## src/rtl/uart_pkg.sv

```systemverilog
// Shared UART definitions: transmit FSM states, parity modes, bit-period helper.
// Latency: n/a (types, constants and a function only).
// Backpressure: n/a.
package uart_pkg;

  typedef enum logic [2:0] {
    IDLE,
    START,
    DATA,
    PARITY,
    STOP
  } tx_state_t;

  localparam int PAR_NONE = 0;
  localparam int PAR_EVEN = 1;
  localparam int PAR_ODD  = 2;

  // Clock cycles per line bit, truncating; the RX channel uses the same rounding.
  function automatic int clks_per_bit(input int clk_hz, input int baud);
    return clk_hz / baud;
  endfunction

endpackage

```

## src/rtl/uart_tx_baud_tick.sv

```systemverilog
// Bit-period divider: counts 0..CLKS_PER_BIT-1 while enabled, held at 0 otherwise.
// Latency: tick is high on the last cycle of every bit period; pre_tick one cycle earlier.
// Backpressure: none; clear restarts the period so the first bit has no phase error.
// Ports: clock, reset (sync, active high), clear, enable -> tick, pre_tick.
module uart_tx_baud_tick #(
  parameter int CLKS_PER_BIT = 434
) (
  input  logic clock,
  input  logic reset,
  input  logic clear,
  input  logic enable,
  output logic tick,
  output logic pre_tick
);

  localparam int CW = (CLKS_PER_BIT > 2) ? $clog2(CLKS_PER_BIT) : 1;
  localparam logic [CW-1:0] TERM = CW'(CLKS_PER_BIT - 1);
  localparam logic [CW-1:0] PRE  = CW'(CLKS_PER_BIT - 2);

  logic [CW-1:0] count;

  always_ff @(posedge clock) begin
    if (reset || clear || !enable) begin
      count <= '0;
    end else if (count == TERM) begin
      count <= '0;
    end else begin
      count <= count + 1'b1;
    end
  end

  assign tick     = enable && (count == TERM);
  // Lets the caller register an output that must be high on the terminal cycle.
  assign pre_tick = enable && (count == PRE);

endmodule

```

## src/rtl/uart_tx.sv

```systemverilog
// UART transmitter: start bit, BYTESIZES data bits LSB first, optional parity, STOPBITS stop bits.
// Latency: sdata falls the cycle after the valid&&ready edge; frame lasts (1+BYTESIZES+par+STOPBITS)*CLKS_PER_BIT cycles.
// Backpressure: ready is high only while idle; valid is ignored while a frame is in flight.
// Ports: clock, reset (sync, active high), valid, datain[BYTESIZES] -> ready, sdata (idles high), done (pulse on last stop cycle).
module uart_tx #(
  parameter int BYTESIZES           = 8,
  parameter int BAUDRATE            = 115200,
  parameter int COUNTER_CLOCK_INPUT = 50_000_000,
  parameter int PARITY              = 0,
  parameter int STOPBITS            = 1
) (
  input  logic                 clock,
  input  logic                 reset,
  input  logic                 valid,
  input  logic [BYTESIZES-1:0] datain,
  output logic                 ready,
  output logic                 sdata,
  output logic                 done
);

  import uart_pkg::*;

  localparam int CLKS_PER_BIT = clks_per_bit(COUNTER_CLOCK_INPUT, BAUDRATE);
  // Mode 3 is undefined and falls back to no parity bit.
  localparam bit HAS_PARITY = (PARITY == PAR_EVEN) || (PARITY == PAR_ODD);
  localparam int IDX_W = 4;
  localparam logic [IDX_W-1:0] LAST_DATA = IDX_W'(BYTESIZES - 1);
  localparam logic [IDX_W-1:0] LAST_STOP = IDX_W'(STOPBITS - 1);

  if (CLKS_PER_BIT < 2) begin : g_bad_clks_per_bit
    $error("uart_tx: COUNTER_CLOCK_INPUT/BAUDRATE must be at least 2");
  end
  if (BYTESIZES < 5 || BYTESIZES > 9) begin : g_bad_bytesizes
    $error("uart_tx: BYTESIZES must be 5..9");
  end
  if (STOPBITS < 1 || STOPBITS > 2) begin : g_bad_stopbits
    $error("uart_tx: STOPBITS must be 1 or 2");
  end

  tx_state_t            state;
  logic [BYTESIZES-1:0] shreg;
  logic [IDX_W-1:0]     bit_idx;
  logic                 par_bit;
  logic                 tick;
  logic                 pre_tick;
  logic                 handshake;

  // ready is only ever high in IDLE, so this is also the IDLE->START condition.
  assign handshake = valid && ready;

  uart_tx_baud_tick #(
    .CLKS_PER_BIT(CLKS_PER_BIT)
  ) u_baud_tick (
    .clock   (clock),
    .reset   (reset),
    .clear   (handshake),
    .enable  (state != IDLE),
    .tick    (tick),
    .pre_tick(pre_tick)
  );

  // sdata is registered and updated on the edge that ends each bit, so the
  // value for the next bit is selected one state ahead.
  always_ff @(posedge clock) begin
    if (reset) begin
      state   <= IDLE;
      ready   <= 1'b1;
      sdata   <= 1'b1;
      done    <= 1'b0;
      bit_idx <= '0;
      shreg   <= '0;
      par_bit <= 1'b0;
    end else begin
      done <= 1'b0;
      case (state)
        IDLE: begin
          sdata   <= 1'b1;
          ready   <= 1'b1;
          bit_idx <= '0;
          if (handshake) begin
            shreg   <= datain;
            par_bit <= (PARITY == PAR_ODD) ? ~(^datain) : (^datain);
            ready   <= 1'b0;
            sdata   <= 1'b0;
            state   <= START;
          end
        end
        START: begin
          if (tick) begin
            sdata <= shreg[0];
            state <= DATA;
          end
        end
        DATA: begin
          if (tick) begin
            if (bit_idx == LAST_DATA) begin
              bit_idx <= '0;
              if (HAS_PARITY) begin
                sdata <= par_bit;
                state <= uart_pkg::PARITY;
              end else begin
                sdata <= 1'b1;
                state <= STOP;
              end
            end else begin
              bit_idx <= bit_idx + 1'b1;
              shreg   <= shreg >> 1;
              sdata   <= shreg[1];
            end
          end
        end
        uart_pkg::PARITY: begin
          if (tick) begin
            sdata <= 1'b1;
            state <= STOP;
          end
        end
        STOP: begin
          sdata <= 1'b1;
          // done must be high during the terminal cycle, so it is set one cycle early.
          if (pre_tick && bit_idx == LAST_STOP) begin
            done <= 1'b1;
          end
          if (tick) begin
            if (bit_idx == LAST_STOP) begin
              bit_idx <= '0;
              ready   <= 1'b1;
              state   <= IDLE;
            end else begin
              bit_idx <= bit_idx + 1'b1;
            end
          end
        end
        default: begin
          state   <= IDLE;
          ready   <= 1'b1;
          sdata   <= 1'b1;
          bit_idx <= '0;
        end
      endcase
    end
  end

endmodule
```

## config.mk

```make
export PLATFORM = sky130hd
export DESIGN_NAME = uart_tx
export DESIGN_NICKNAME = d
export VERILOG_FILES = /design/src/rtl/uart_pkg.sv /design/src/rtl/uart_tx_baud_tick.sv /design/src/rtl/uart_tx.sv
export SDC_FILE = /design/constraint.sdc
export NUM_CORES = 1
export LEC_CHECK = 0
export CORE_MARGIN = 5
export CORE_UTILIZATION = 40
export CTS_BUF_LIST = sky130_fd_sc_hd__clkbuf_16
export CTS_CLUSTER_SIZE = 28
export DETAILED_ROUTE_END_ITERATION = 6
export PLACE_DENSITY_LB_ADDON = 0.12
export SYNTH_ARGS = -nofsm -noshare
export SYNTH_HDL_FRONTEND = slang
export SYNTH_SLANG_ARGS = --single-unit
```

## constraint.sdc

```tcl
create_clock -name clock -period 1.49 [get_ports clock]
set_input_delay 0.447 -clock clock [delete_from_list [all_inputs] [get_ports clock]]
set_output_delay 0.447 -clock clock [all_outputs]
set_load 0.05 [all_outputs]
```

# Yosys cells after proc, flatten, opt, wreduce, memory -nomap -nowiden
# Cells that the tools add are included.
dict set report totals {
  regBits 27
  in_bits 11
  out_inout_bits 3
  elab_cells 74
}
dict set report op_classes {
  addsub 2
  n_eq_ne 15
  n_mux 27
  bitwise_logic 3
  n_reduce_logical 20
}
# operator count
set ops {}
lappend ops {{8-bit 2-to-1 mux} 3}
lappend ops {{3-bit 2-to-1 mux} 7}
lappend ops {{9-bit equality test, second input constant} 2}
lappend ops {{4-bit 2-to-1 mux} 4}
lappend ops {{8-bit case mux with 2 select lines} 1}
lappend ops {{3-bit case mux with 5 select lines} 1}
lappend ops {{2-bit inequality test, second input constant} 7}
lappend ops {{4-bit case mux with 3 select lines} 1}
lappend ops {{9-bit by 1-bit adder with 9-bit output, second input constant} 1}
lappend ops {{3-bit AND reduction} 3}
lappend ops {{1-bit 2-to-1 mux} 8}
lappend ops {{7-bit AND reduction} 1}
lappend ops {{3-bit by 2-bit equality test with 1-bit output, second input constant} 2}
lappend ops {{2-bit OR reduction} 3}
lappend ops {{4-bit by 1-bit adder with 4-bit output, second input constant} 1}
lappend ops {{4-bit by 3-bit equality test with 1-bit output, second input constant} 1}
lappend ops {{1-bit logical AND} 4}
lappend ops {{4-bit zero test} 1}
lappend ops {{1-bit case mux with 4 select lines} 1}
lappend ops {{4-bit AND reduction} 1}
lappend ops {{3-bit by 1-bit equality test with 1-bit output, second input constant} 1}
lappend ops {{3-bit equality test, second input constant} 1}
lappend ops {{3-bit zero test} 1}
lappend ops {{1-bit inverter} 3}
lappend ops {{7 further kinds} 8}

# Logic depth before layout (Yosys ltp)
# Gate-level depths: netlist of the first run.
dict set report logic_depth {
  ltp_word 4
  ltp_mapped 6
  depth_no_buf 6
}

# Hierarchy
# Synthesis of the first run repeated with hierarchy kept, for this count alone.
dict set report unflattened {
  hier_cells 173
  hier_area_um2 1539.0
}
# module instances cells_per_inst area_per_inst_um2 seq_area_each_um2
set modules_own_cells {}
lappend modules_own_cells {uart_tx 1 123 1096.1 360.3}
lappend modules_own_cells {uart_tx_baud_tick 1 50 442.9 180.2}

# Worst setup path before layout of the first run
# Ideal clock, no wire load.
dict set report synth_timing {
  path_kind {register to register}
  from {register bit_idx[0]}
  to {register shreg[2]}
  setup_time_ps 133
  arrival_time_ps 1433
  t_required_ps 1357
  setup_slack_ps -76
  path_stages_with_launch 6
  path_buffers 0
  synth_period_minus_slack_ps 1566
  cell_sequence {dfxtp_1 ha_1 and3b_1 nor3_2 a21o_1 a311oi_1}
}
dict set report synth_between {
  elab_chain_cells 3
}
# element line
set synth_lines {}
lappend synth_lines {{from (decl)} uart_tx.sv:42} ;# logic [IDX_W-1:0] bit_idx;
lappend synth_lines {{from (signal assigned)} uart_tx.sv:106} ;# bit_idx <= bit_idx + 1'b1;
lappend synth_lines {{from (signal assigned)} uart_tx.sv:130} ;# bit_idx <= bit_idx + 1'b1;
lappend synth_lines {{4-bit by 3-bit equality test with 1-bit output} uart_tx.sv:96} ;# if (bit_idx == LAST_DATA) begin
lappend synth_lines {{2-bit inequality test (no source line)} -}
lappend synth_lines {{4-bit AND reduction (no source line)} -}
lappend synth_lines {{to (signal assigned)} uart_tx.sv:81} ;# shreg <= datain;
lappend synth_lines {{to (signal assigned)} uart_tx.sv:107} ;# shreg <= shreg >> 1;
lappend synth_lines {{to (decl)} uart_tx.sv:41} ;# logic [BYTESIZES-1:0] shreg;
# No other way between the ends.
# A chain may end at the register's enable or synchronous reset.

# Final worst setup path of the first run
dict set report layout_timing {
  from {register bit_idx[1]}
  to {register shreg[7]}
}
# Same word-level chain as after synthesis.

==> flow_summary.yaml, run 1 <==
setup_path:
  crit_fanout: 4
  critPathMaxStageDelay_ns: 0.36
  worstPathCellList: "ha_4, and3b_2, nor3_4, buf_6, buf_4, a211o_1, a21oi_2"
  cp_top_family: "simple AND/OR/NAND/NOR gates"
  crit_buf_inv: 2
  critPathCaptureType: "flip-flop"
  worstPathRequired_ns: 1.64
  cpMaxStageDelayCell: "dfxtp_4"
  crit_type: "flip-flop to flip-flop"
  arrival_ns: 1.71
  cp-start-kind: "flip-flop"
synth:
  ys_warn_count: 0
  ys_ff_latch: 27
  yosysTopAreaCell: "dfxtp_1"
  synth.distinct_cells: 47
  synth_top_area_share_pct: 37.1
  synthTopCellsByArea: "dfxtp_1 (37%), nor2_1 (4.6%), ha_1 (4.3%), a311oi_1 (4.2%), o21ai_0 (4.1%)"
  avgSynthCellArea_sq_um: 8.66
  yosysMostFrequentCell: "dfxtp_1"
  ys.flop_type: "dfxtp_1"
  synth-edff-count: 0
  synthesis.nets: 184
  syn_inst: 168
  async_flop_share_pct: 0
  seq_area_frac_synth_pct: 37.1
  syn_area_sq_um: 1460
  synthTopCellsByCount: "dfxtp_1 (27), nor2_1 (18), nand2_1 (13)"
cells_and_area:
  fin_util_pct: 59.9
  drive_gt1_share_pct: 35.6
  final_nets: 233
  n_antenna_cell: 0
  design_area_sq_um: 2140
  syn_to_final_growth_pct: 47.2
hold_path:
  hold_class: "flip-flop to flip-flop"
clock_network:
  cts_root_buf: "clkbuf_16"
  cts_tree: "built"
  clk_pin_slew_ns: 0.07
  htreeDepth: 1
  max-clock-path-buffers: 2
  cts_made_buffers: 3
  clk_latency_ns: 0.26
  cts.sinks: 27
  ctsHoldBuffers: 0
floorplan:
  dieWidth_um: 70.3
  rows: 22
  fp.coreArea_sq_um: 3580
  start_util_pct: 40.7
  io_pins: 14
  die_h_um: 70.3
  dieArea_sq_um: 4940
placement:
  place_area_sq_um: 1890
  dp_hpwl_um: 2600
  numPortBuffers: 13
  gp_congestion: 0.770
sta:
  slew_headroom_pct: 72.0
  fmax_mhz: 641
  finalHoldViolCount: 0
  finalCritPeriodShare_pct: 105
  tightest_slew_ns: 0.419
  period_minus_slack_ns: 1.56
  setup_slack_ns: -0.0707
  finClkSkew_ns: 0.00405
  slew_viol_final: 0
  grt_setup_unrepaired: "yes"
  setup_viol: 12
global_route:
  antenna_found_initial: 0
  grt_pass1_vias: 1361
  gr-total-overflow: 0
  grt_pass1_wl_um: 6280
  grt_start_max_net_pins: 21
  grt_util_all_layers_pct: 15.3
route:
  drt_wl_total_um: 3770
  drtPass1Iterations: 5
  drt-vias-per-instance: 5.44
  vias: 1435
  drt_first_iter_violations: 114
  drc_errors: 0
  antenna_left: 0
  wl_per_cell_um: 14.3
power:
  leakagePower_uw: 0.000775
  ir_worst_vdd_uv: 469
  totalPowerFinal_uw: 1660
  p_per_area_nw_per_um2: 775
outcome:
  failed_checks: "setup timing"
  status: "finished with violations"
run:
  max_cap_viol_count: 0
## placed cells by master (no fill, tap or decap), types with 2 or more instances in the layout
| cell | n |
|---|---|
| nor3b_4 | 2 |
| nor3_1 | 4 |
| or3b_4 | 2 |
| inv_1 | 8 |
| o21ai_0 | 12 |
| buf_4 | 36 |
| xnor2_1 | 6 |
| and3_4 | 2 |
| dfxtp_1 | 21 |
| buf_12 | 3 |
| dfxtp_4 | 2 |
| nand3_1 | 6 |
| a211oi_2 | 5 |
| nor2_1 | 18 |
| buf_6 | 2 |
| clkdlybuf4s50_1 | 9 |
| o21ai_1 | 2 |
| or2b_1 | 2 |
| nand4b_1 | 2 |
| clkbuf_16 | 3 |
| a311oi_1 | 7 |
| nor2b_1 | 2 |
| nand2_1 | 12 |
| nand3b_1 | 2 |
| a21oi_1 | 4 |
| ha_1 | 3 |
| dfxtp_2 | 4 |
| a211oi_1 | 3 |
## cell families after synthesis
kind of cell / after synthesis / share of synthesized area (%)
buf+inv: 16 / 5.16
mux: 1 / 0.688
fa+ha+maj: 5 / 4.30
compound gates: 43 / 20.6
flops: 27 / 37.1
simple gates: 69 / 27.9
xor+xnor: 7 / 4.21
## cell type report
type | count | area (sq um)
clock buffer | 3 | 75.1
clock inverter | 1 | 5.00
fill | 317 | 1440
inverter | 8 | 30.0
multi-input combinational | 126 | 967
sequential | 27 | 553
tap | 48 | 60.1
timing repair buffer | 51 | 452
## what timing repair did
| item | in CTS | in global routing |
|---|---|---|
| setup buffers | 0 | 5 |
| setup endpoints to repair | 25 | 23 |
| pin swaps | 12 | 9 |
| gates resized for setup | 21 | 11 |
| cloned | 0 | 1 |
## power by group
group | internal [uW] | leakage (uW) | total, uW | switching (uW)
sequential | 749 | 0.000224 | 775 | 25.7
clock | 363 | 0.0000409 | 623 | 260
combinational | 133 | 0.000511 | 262 | 129
total | 1240 | 0.000775 | 1660 | 415
## registers in the layout (all words and copies together) (netlist names)
register,cells
shreg,8
bit_idx,4
state,3
u_baud_tick.count,9
sdata,1
done,1
ready,1
## worst min-delay path: cells and delay by family, from the launching register on
family,cells,cell delay (ns)
DFF,1,0.31
and+or+nand+nor,1,0.06
AOI/OAI and AO/OA,1,0.08
## final timing paths
path                           start                     to  slack [ns]  depth (start not counted)
max          bit_idx[1]$_SDFFE_PP0P_  shreg[7]$_SDFFE_PP0P_       -0.07                          7
max reg2reg  bit_idx[1]$_SDFFE_PP0P_  shreg[7]$_SDFFE_PP0P_       -0.07                          7
min            shreg[5]$_SDFFE_PP0P_  shreg[4]$_SDFFE_PP0P_        0.50                          2
min reg2reg    shreg[5]$_SDFFE_PP0P_  shreg[4]$_SDFFE_PP0P_        0.50                          2
## through the flow
stage / worst slack [ns] / hold WS, ns / cells / TNS [ns]
finish: -0.0707 / 0.497 / 264 / -0.398
global route: -0.157 / 0.535 / 264 / -1.60
CTS: -0.0468 / 0.488 / 258 / -0.166
detailed placement: -0.427 / 0.482 / 254 / -6.74
global placement: -0.395 / 0.473 / 254 / -5.77
floorplan: -0.00331 / 0.456 / 168 / -0.00331
## layer usage
layer / track usage, % / vias to the layer above / routed length [um]
li1: - / 712 / -
met1: 20.6 / 694 / 1790
met2: 25.8 / 27 / 1840
met3: 1.58 / 2 / 126
met4: 3.83 / 0 / 17
met5: 0 / - / 0
Note: power is estimated with default switching activity, not from simulation.
==> inputs of run 2 (changes only) <==
--- a/config.mk
+++ b/config.mk
@@ -6,11 +6,12 @@
 export NUM_CORES = 1
 export LEC_CHECK = 0
 export CORE_MARGIN = 5
-export CORE_UTILIZATION = 40
+export CORE_UTILIZATION = 50
 export CTS_BUF_LIST = sky130_fd_sc_hd__clkbuf_16
 export CTS_CLUSTER_SIZE = 28
 export DETAILED_ROUTE_END_ITERATION = 6
 export PLACE_DENSITY_LB_ADDON = 0.12
+export SLEW_MARGIN = 20
 export SYNTH_ARGS = -nofsm -noshare
 export SYNTH_HDL_FRONTEND = slang
 export SYNTH_SLANG_ARGS = --single-unit
==> run 2 against run 1 <==
Effect of this change: the flow still finishes with violations (setup timing); die area shrank 17%; flip-flop and latch count is the same; sequential power grew 0.8%; sequential share of layout area grew 0.18 points; clock-buffer cell count is the same; combinational power is essentially flat; total power shrank 0.69%; global-route usage grew 2.3 points; routed wire length shrank 2.5%; critical path type unchanged; largest power group unchanged.
==> flow_summary.yaml, run 2 (same netlist as run 1, synthesis figures left out) <==
outcome:
  status: "finished with violations"
  failed_checks: "setup timing"
sta:
  setup_viol: 10
  grt_setup_unrepaired: "yes"
  tightest_slew_ns: 0.379
  fmax_mhz: 654
  finalHoldViolCount: 0
  finalCritPeriodShare_pct: 103
  setup_slack_ns: -0.0395
  period_minus_slack_ns: 1.53
  slew_viol_final: 0
  slew_headroom_pct: 74.6
  finClkSkew_ns: 0.00433
cells_and_area:
  n_fill_cell: 202
  largest_register_ffs: 9
  syn_to_final_growth_pct: 44.9
  top_register: "u_baud_tick.count"
  final_common_cell: "buf_4"
  final_nets: 231
  layout_common_cells: "buf_4 (33), dfxtp_1 (21), nor2_1 (18), o21ai_0 (12), nand2_1 (12)"
  fin_util_pct: 75.8
  drive_gt1_share_pct: 34.6
  n_antenna_cell: 0
  top_regs: "u_baud_tick.count x9, shreg x8, bit_idx x4"
clock_network:
  cts_tree: "built"
  htreeDepth: 1
  cts_root_buf: "clkbuf_16"
  clk_latency_ns: 0.26
  clk_pin_slew_ns: 0.07
  max-clock-path-buffers: 2
  cts_made_buffers: 3
  cts.sinks: 27
power:
  ir_worst_vdd_uv: 756
  p_per_area_nw_per_um2: 782
  leakagePower_uw: 0.000770
placement:
  preCtsSetupSlack_ns: -0.421
  gp_congestion: 0.852
  dp_hpwl_um: 2450
  numPortBuffers: 13
hold_path:
  hold_end: "shreg[1]$_SDFFE_PP0P_"
  hold_class: "flip-flop to flip-flop"
  hold_path_startpoint: "shreg[2]$_SDFFE_PP0P_"
  min_path_cells: 2
global_route:
  grt_pass1_vias: 1334
  antenna_found_initial: 0
  grt_start_max_net_pins: 21
  grt_util_all_layers_pct: 17.6
  gr-total-overflow: 0
  grt_pass1_wl_um: 5880
route:
  drt_wl_total_um: 3670
  vias: 1394
  drt_first_iter_violations: 77
  antenna_left: 0
  wl_per_cell_um: 15.0
  drtPass1Iterations: 6
  drc_errors: 0
  drt-vias-per-instance: 5.69
setup_path:
  ff2ff_path_depth: 7
  arrival_ns: 1.67
  worstPathRequired_ns: 1.63
  crit_fanout: 4
  critPathMaxStageDelay_ns: 0.34
  cp-start-kind: "flip-flop"
  critPathCaptureType: "flip-flop"
  worstPathCellList: "inv_2, ha_2, nor3b_4, buf_4, o32ai_2, a211oi_1, o21ai_1"
  crit_type: "flip-flop to flip-flop"
  cpMaxStageDelayCell: "dfxtp_2"
  reg2reg_slack_ns: -0.04
  worstReg2RegStart: "bit_idx[0]$_SDFFE_PP0P_"
  r2r_end: "bit_idx[3]$_SDFFE_PP0P_"
run:
  max_cap_viol_count: 0
floorplan:
  dieWidth_um: 63.9
  die_h_um: 63.9
  dieArea_sq_um: 4090
  rows: 19
  start_util_pct: 52.3
  io_pins: 14
  fp.coreArea_sq_um: 2780
run 2: cell types whose count changed in the layout (fill, tap and decap cells not counted), sizes merged:
cell,before,now
inv,8,9
clkinv,1,0
buf,41,39
run 2: worst max-delay path, delay by kind of cell, from the launching register on:
family	cells	cell delay, ns
compound gates	3	0.44
simple gates	1	0.25
flops	1	0.34
fa+ha+maj	1	0.16
buf+inv	2	0.22
run 2: final cells by class:
class | instances | area, sq um | area share (%)
clock inverter | 1 | 3.75 | 0.178
inverter | 8 | 30.0 | 1.42
clock buffer | 3 | 75.1 | 3.56
multi-input combinational | 126 | 972 | 46.1
sequential | 27 | 548 | 26.0
tap | 31 | 38.8 | 1.84
timing repair buffer | 49 | 440 | 20.9
run 2: routing by layer:
metal | track usage, % | vias up | wire, um
met5 | 0 | - | 0
met4 | 4.94 | 0 | 36
met3 | 3.33 | 5 | 109
met2 | 30.0 | 19 | 1850
met1 | 22.4 | 668 | 1680
li1 | - | 702 | -
run 2: per-stage QoR:
stage	power [uW]	cell area, sq um	hold slack, ns	cells	setup TNS (ns)
global placement	1020	1860	0.471	236	-4.61
global route	1710	2110	0.510	245	-1.30
floorplan	917	1470	0.456	168	-0.00331
finish	1650	2110	0.490	245	-0.173
CTS	1640	2050	0.490	242	-0.0395
detailed placement	1030	1860	0.479	236	-5.07
run 2: worst max-delay path by stage:
stage	startpoint	endpoint	slack [ns]	depth (start not counted)
floorplan	bit_idx[1]$_SDFFE_PP0P_	bit_idx[2]$_SDFFE_PP0P_	-0.003	4
global placement	reset	bit_idx[2]$_SDFFE_PP0P_	-0.39	4
finish	bit_idx[0]$_SDFFE_PP0P_	bit_idx[3]$_SDFFE_PP0P_	-0.04	7
global route	bit_idx[0]$_SDFFE_PP0P_	bit_idx[0]$_SDFFE_PP0P_	-0.13	5
CTS	bit_idx[0]$_SDFFE_PP0P_	shreg[2]$_SDFFE_PP0P_	-0.02	6
detailed placement	reset	bit_idx[2]$_SDFFE_PP0P_	-0.42	4
run 2: what timing repair did:
item | 4_1_cts | 5_1_grt
cloned | 0 | 1
setup buffers | 2 | 2
setup endpoints to repair | 24 | 16
pin swaps | 12 | 5
hold buffers | 0 | 0
resized for setup | 22 | 9
run 2: power breakdown:
group / leakage (uW) / switching (uW) / internal [uW]
sequential: 0.000223 / 27.6 / 753
combinational: 0.000504 / 130 / 129
clock: 0.0000423 / 249 / 360
total: 0.000770 / 407 / 1240
==> inputs of run 3 (changes only) <==
--- a/config.mk
+++ b/config.mk
@@ -5,12 +5,14 @@
 export SDC_FILE = /design/constraint.sdc
 export NUM_CORES = 1
 export LEC_CHECK = 0
+export CAP_MARGIN = 20
 export CORE_MARGIN = 5
 export CORE_UTILIZATION = 50
 export CTS_BUF_LIST = sky130_fd_sc_hd__clkbuf_16
 export CTS_CLUSTER_SIZE = 28
 export DETAILED_ROUTE_END_ITERATION = 6
 export PLACE_DENSITY_LB_ADDON = 0.12
+export SKIP_LAST_GASP = 1
 export SLEW_MARGIN = 20
 export SYNTH_ARGS = -nofsm -noshare
 export SYNTH_HDL_FRONTEND = slang
==> run 3 against run 2 <==
Effect of this change: the run still ends with setup timing left; clock power hardly changed; fmax hardly changed; routed wire length is 0.24% higher; cell area is 0.18% lower; worst setup slack worse by 0.00054 ns; critical path depth stayed put; critical endpoint unchanged; largest cell class unchanged.
==> flow_summary.yaml, run 3 (same netlist as run 1, synthesis figures left out) <==
global_route:
  grt_util_all_layers_pct: 17.6
  grt_pass1_wl_um: 5910
  grt_pass1_vias: 1333
  grt_start_max_net_pins: 21
  gr-total-overflow: 0
  antenna_found_initial: 0
cells_and_area:
  fin_cells: 245
  syn_to_final_growth_pct: 44.6
  final_common_cell: "buf_4"
  top_regs: "u_baud_tick.count x9, shreg x8, bit_idx x4"
  n_fill_cell: 204
  drive_gt1_share_pct: 33.2
  top_register: "u_baud_tick.count"
  n_antenna_cell: 0
  seq_area_sq_um: 544
  design_area_sq_um: 2100
  layout_common_cells: "buf_4 (33), dfxtp_1 (24), nor2_1 (18), o21ai_0 (12), nand2_1 (12)"
  largest_register_ffs: 9
  multi_input_area_sq_um: 972
  final_nets: 231
clock_network:
  htreeDepth: 1
  cts_made_buffers: 3
  max-clock-path-buffers: 2
  cts_root_buf: "clkbuf_16"
  clk_pin_slew_ns: 0.07
  cts.sinks: 27
  cts_tree: "built"
  clk_latency_ns: 0.26
floorplan:
  die_h_um: 63.9
  dieArea_sq_um: 4090
  io_pins: 14
  fp.coreArea_sq_um: 2780
  dieWidth_um: 63.9
  rows: 19
  start_util_pct: 52.3
route:
  drt-vias-per-instance: 5.77
  antenna_left: 0
  drtPass1Iterations: 6
  wl_per_cell_um: 15.0
  drc_errors: 0
  vias: 1414
  drt_wl_total_um: 3680
  drt_first_iter_violations: 90
sta:
  finalCritPeriodShare_pct: 103
  tightest_slew_ns: 0.378
  fmax_mhz: 654
  period_minus_slack_ns: 1.53
  slew_headroom_pct: 74.7
  setup_viol: 10
  grt_setup_unrepaired: "yes"
  slew_viol_final: 0
  setup_slack_ns: -0.0401
  finClkSkew_ns: 0.00448
  finalHoldViolCount: 0
placement:
  place_area_sq_um: 1860
  placed_cells: 236
  numPortBuffers: 13
  gp_congestion: 0.852
  dp_hpwl_um: 2450
setup_path:
  worstPathRequired_ns: 1.63
  worstPathCellList: "inv_2, ha_2, nor3b_4, buf_4, o32ai_2, a211oi_1, o21ai_1"
  crit_type: "flip-flop to flip-flop"
  arrival_ns: 1.67
  cp-start-kind: "flip-flop"
  crit_buf_inv: 2
  cpMaxStageDelayCell: "dfxtp_2"
  crit_fanout: 4
  cp_top_family: "compound AO/OA/AOI/OAI gates"
  critPathCaptureType: "flip-flop"
  critPathMaxStageDelay_ns: 0.34
outcome:
  failed_checks: "setup timing"
  status: "finished with violations"
power:
  leakagePower_uw: 0.000768
  intPower_uw: 1240
  totalPowerFinal_uw: 1650
  combPwrFrac_pct: 15.7
  p_per_area_nw_per_um2: 783
  ir_worst_vdd_uv: 757
  p_clk_share_pct: 37.0
  power.switching_uw: 407
  swShare_pct: 24.7
  p_seq_share_pct: 47.4
hold_path:
  hold_class: "flip-flop to flip-flop"
run:
  max_cap_viol_count: 0
==> run 3: cell counts in the layout (fill, tap and decap cells not counted) <==
Identical to the previous run, type by type.
==> run 3: worst paths after layout <==
path / start / endpoint / slack (ns) / depth (start not counted)
worst max register to register: bit_idx[0]$_SDFFE_PP0P_ / bit_idx[3]$_SDFFE_PP0P_ / -0.04 / 7
worst min register to register: shreg[2]$_SDFFE_PP0P_ / shreg[1]$_SDFFE_PP0P_ / 0.49 / 2
worst max-delay path: bit_idx[0]$_SDFFE_PP0P_ / bit_idx[3]$_SDFFE_PP0P_ / -0.04 / 7
worst min-delay path: shreg[2]$_SDFFE_PP0P_ / shreg[1]$_SDFFE_PP0P_ / 0.49 / 2
==> run 3: repair_timing <==
item	CTS	global route
endpoints found under the setup margin	24	23
setup buffers	2	2
gates cloned	0	1
hold buffers	0	0
pin swaps	10	5
resized for setup	18	10
==> run 3: per-layer routing <==
layer | vias to the layer above | share of wire [%] | track usage (%)
met5 | - | 0 | 0
li1 | 703 | - | -
met3 | 5 | 3.3 | 3.33
met1 | 681 | 45 | 22.6
met4 | 0 | 0.92 | 4.94
met2 | 25 | 51 | 30.0
==> run 3: power groups by stage <==
| stage | Sequential, uW | Clock, uW | Combinational (uW) |
|---|---|---|---|
| CTS | 777 | 616 | 243 |
| detailed placement | 793 | 0 | 233 |
| finish | 781 | 609 | 258 |
| global placement | 791 | 0 | 227 |
| global route | 784 | 647 | 277 |
| floorplan | 805 | 0 | 113 |
==> run 3: final cells by class <==
class                           instances  area share (%)
Clock buffer                            3            3.57
Timing Repair Buffer                   49            20.9
Inverter                                8            1.43
Multi-Input combinational cell        126            46.2
Sequential cell                        27            25.9
Tap cell                               31            1.84
Clock inverter                          1           0.178
==> run 3: worst reg2reg max path, cell delays in order (launching register included) <==
cell and delay, ns:
dfxtp_2 0.34, inv_2 0.06, ha_2 0.16, nor3b_4 0.25, buf_4 0.16, o32ai_2 0.08, a211oi_1 0.26, o21ai_1 0.11
==> run 3: per-stage QoR <==
| step | hold WS [ns] | util [%] | setup WS, ns | setup TNS (ns) |
|---|---|---|---|---|
| after floorplan | 0.456 | - | -0.00331 | -0.00331 |
| after global placement | 0.471 | 67.0 | -0.393 | -4.61 |
| after detailed placement | 0.479 | 67.0 | -0.421 | -5.07 |
| after CTS | 0.490 | 73.2 | -0.0239 | -0.0761 |
| after global routing | 0.510 | 75.7 | -0.134 | -1.37 |
| final | 0.489 | 75.7 | -0.0401 | -0.213 |
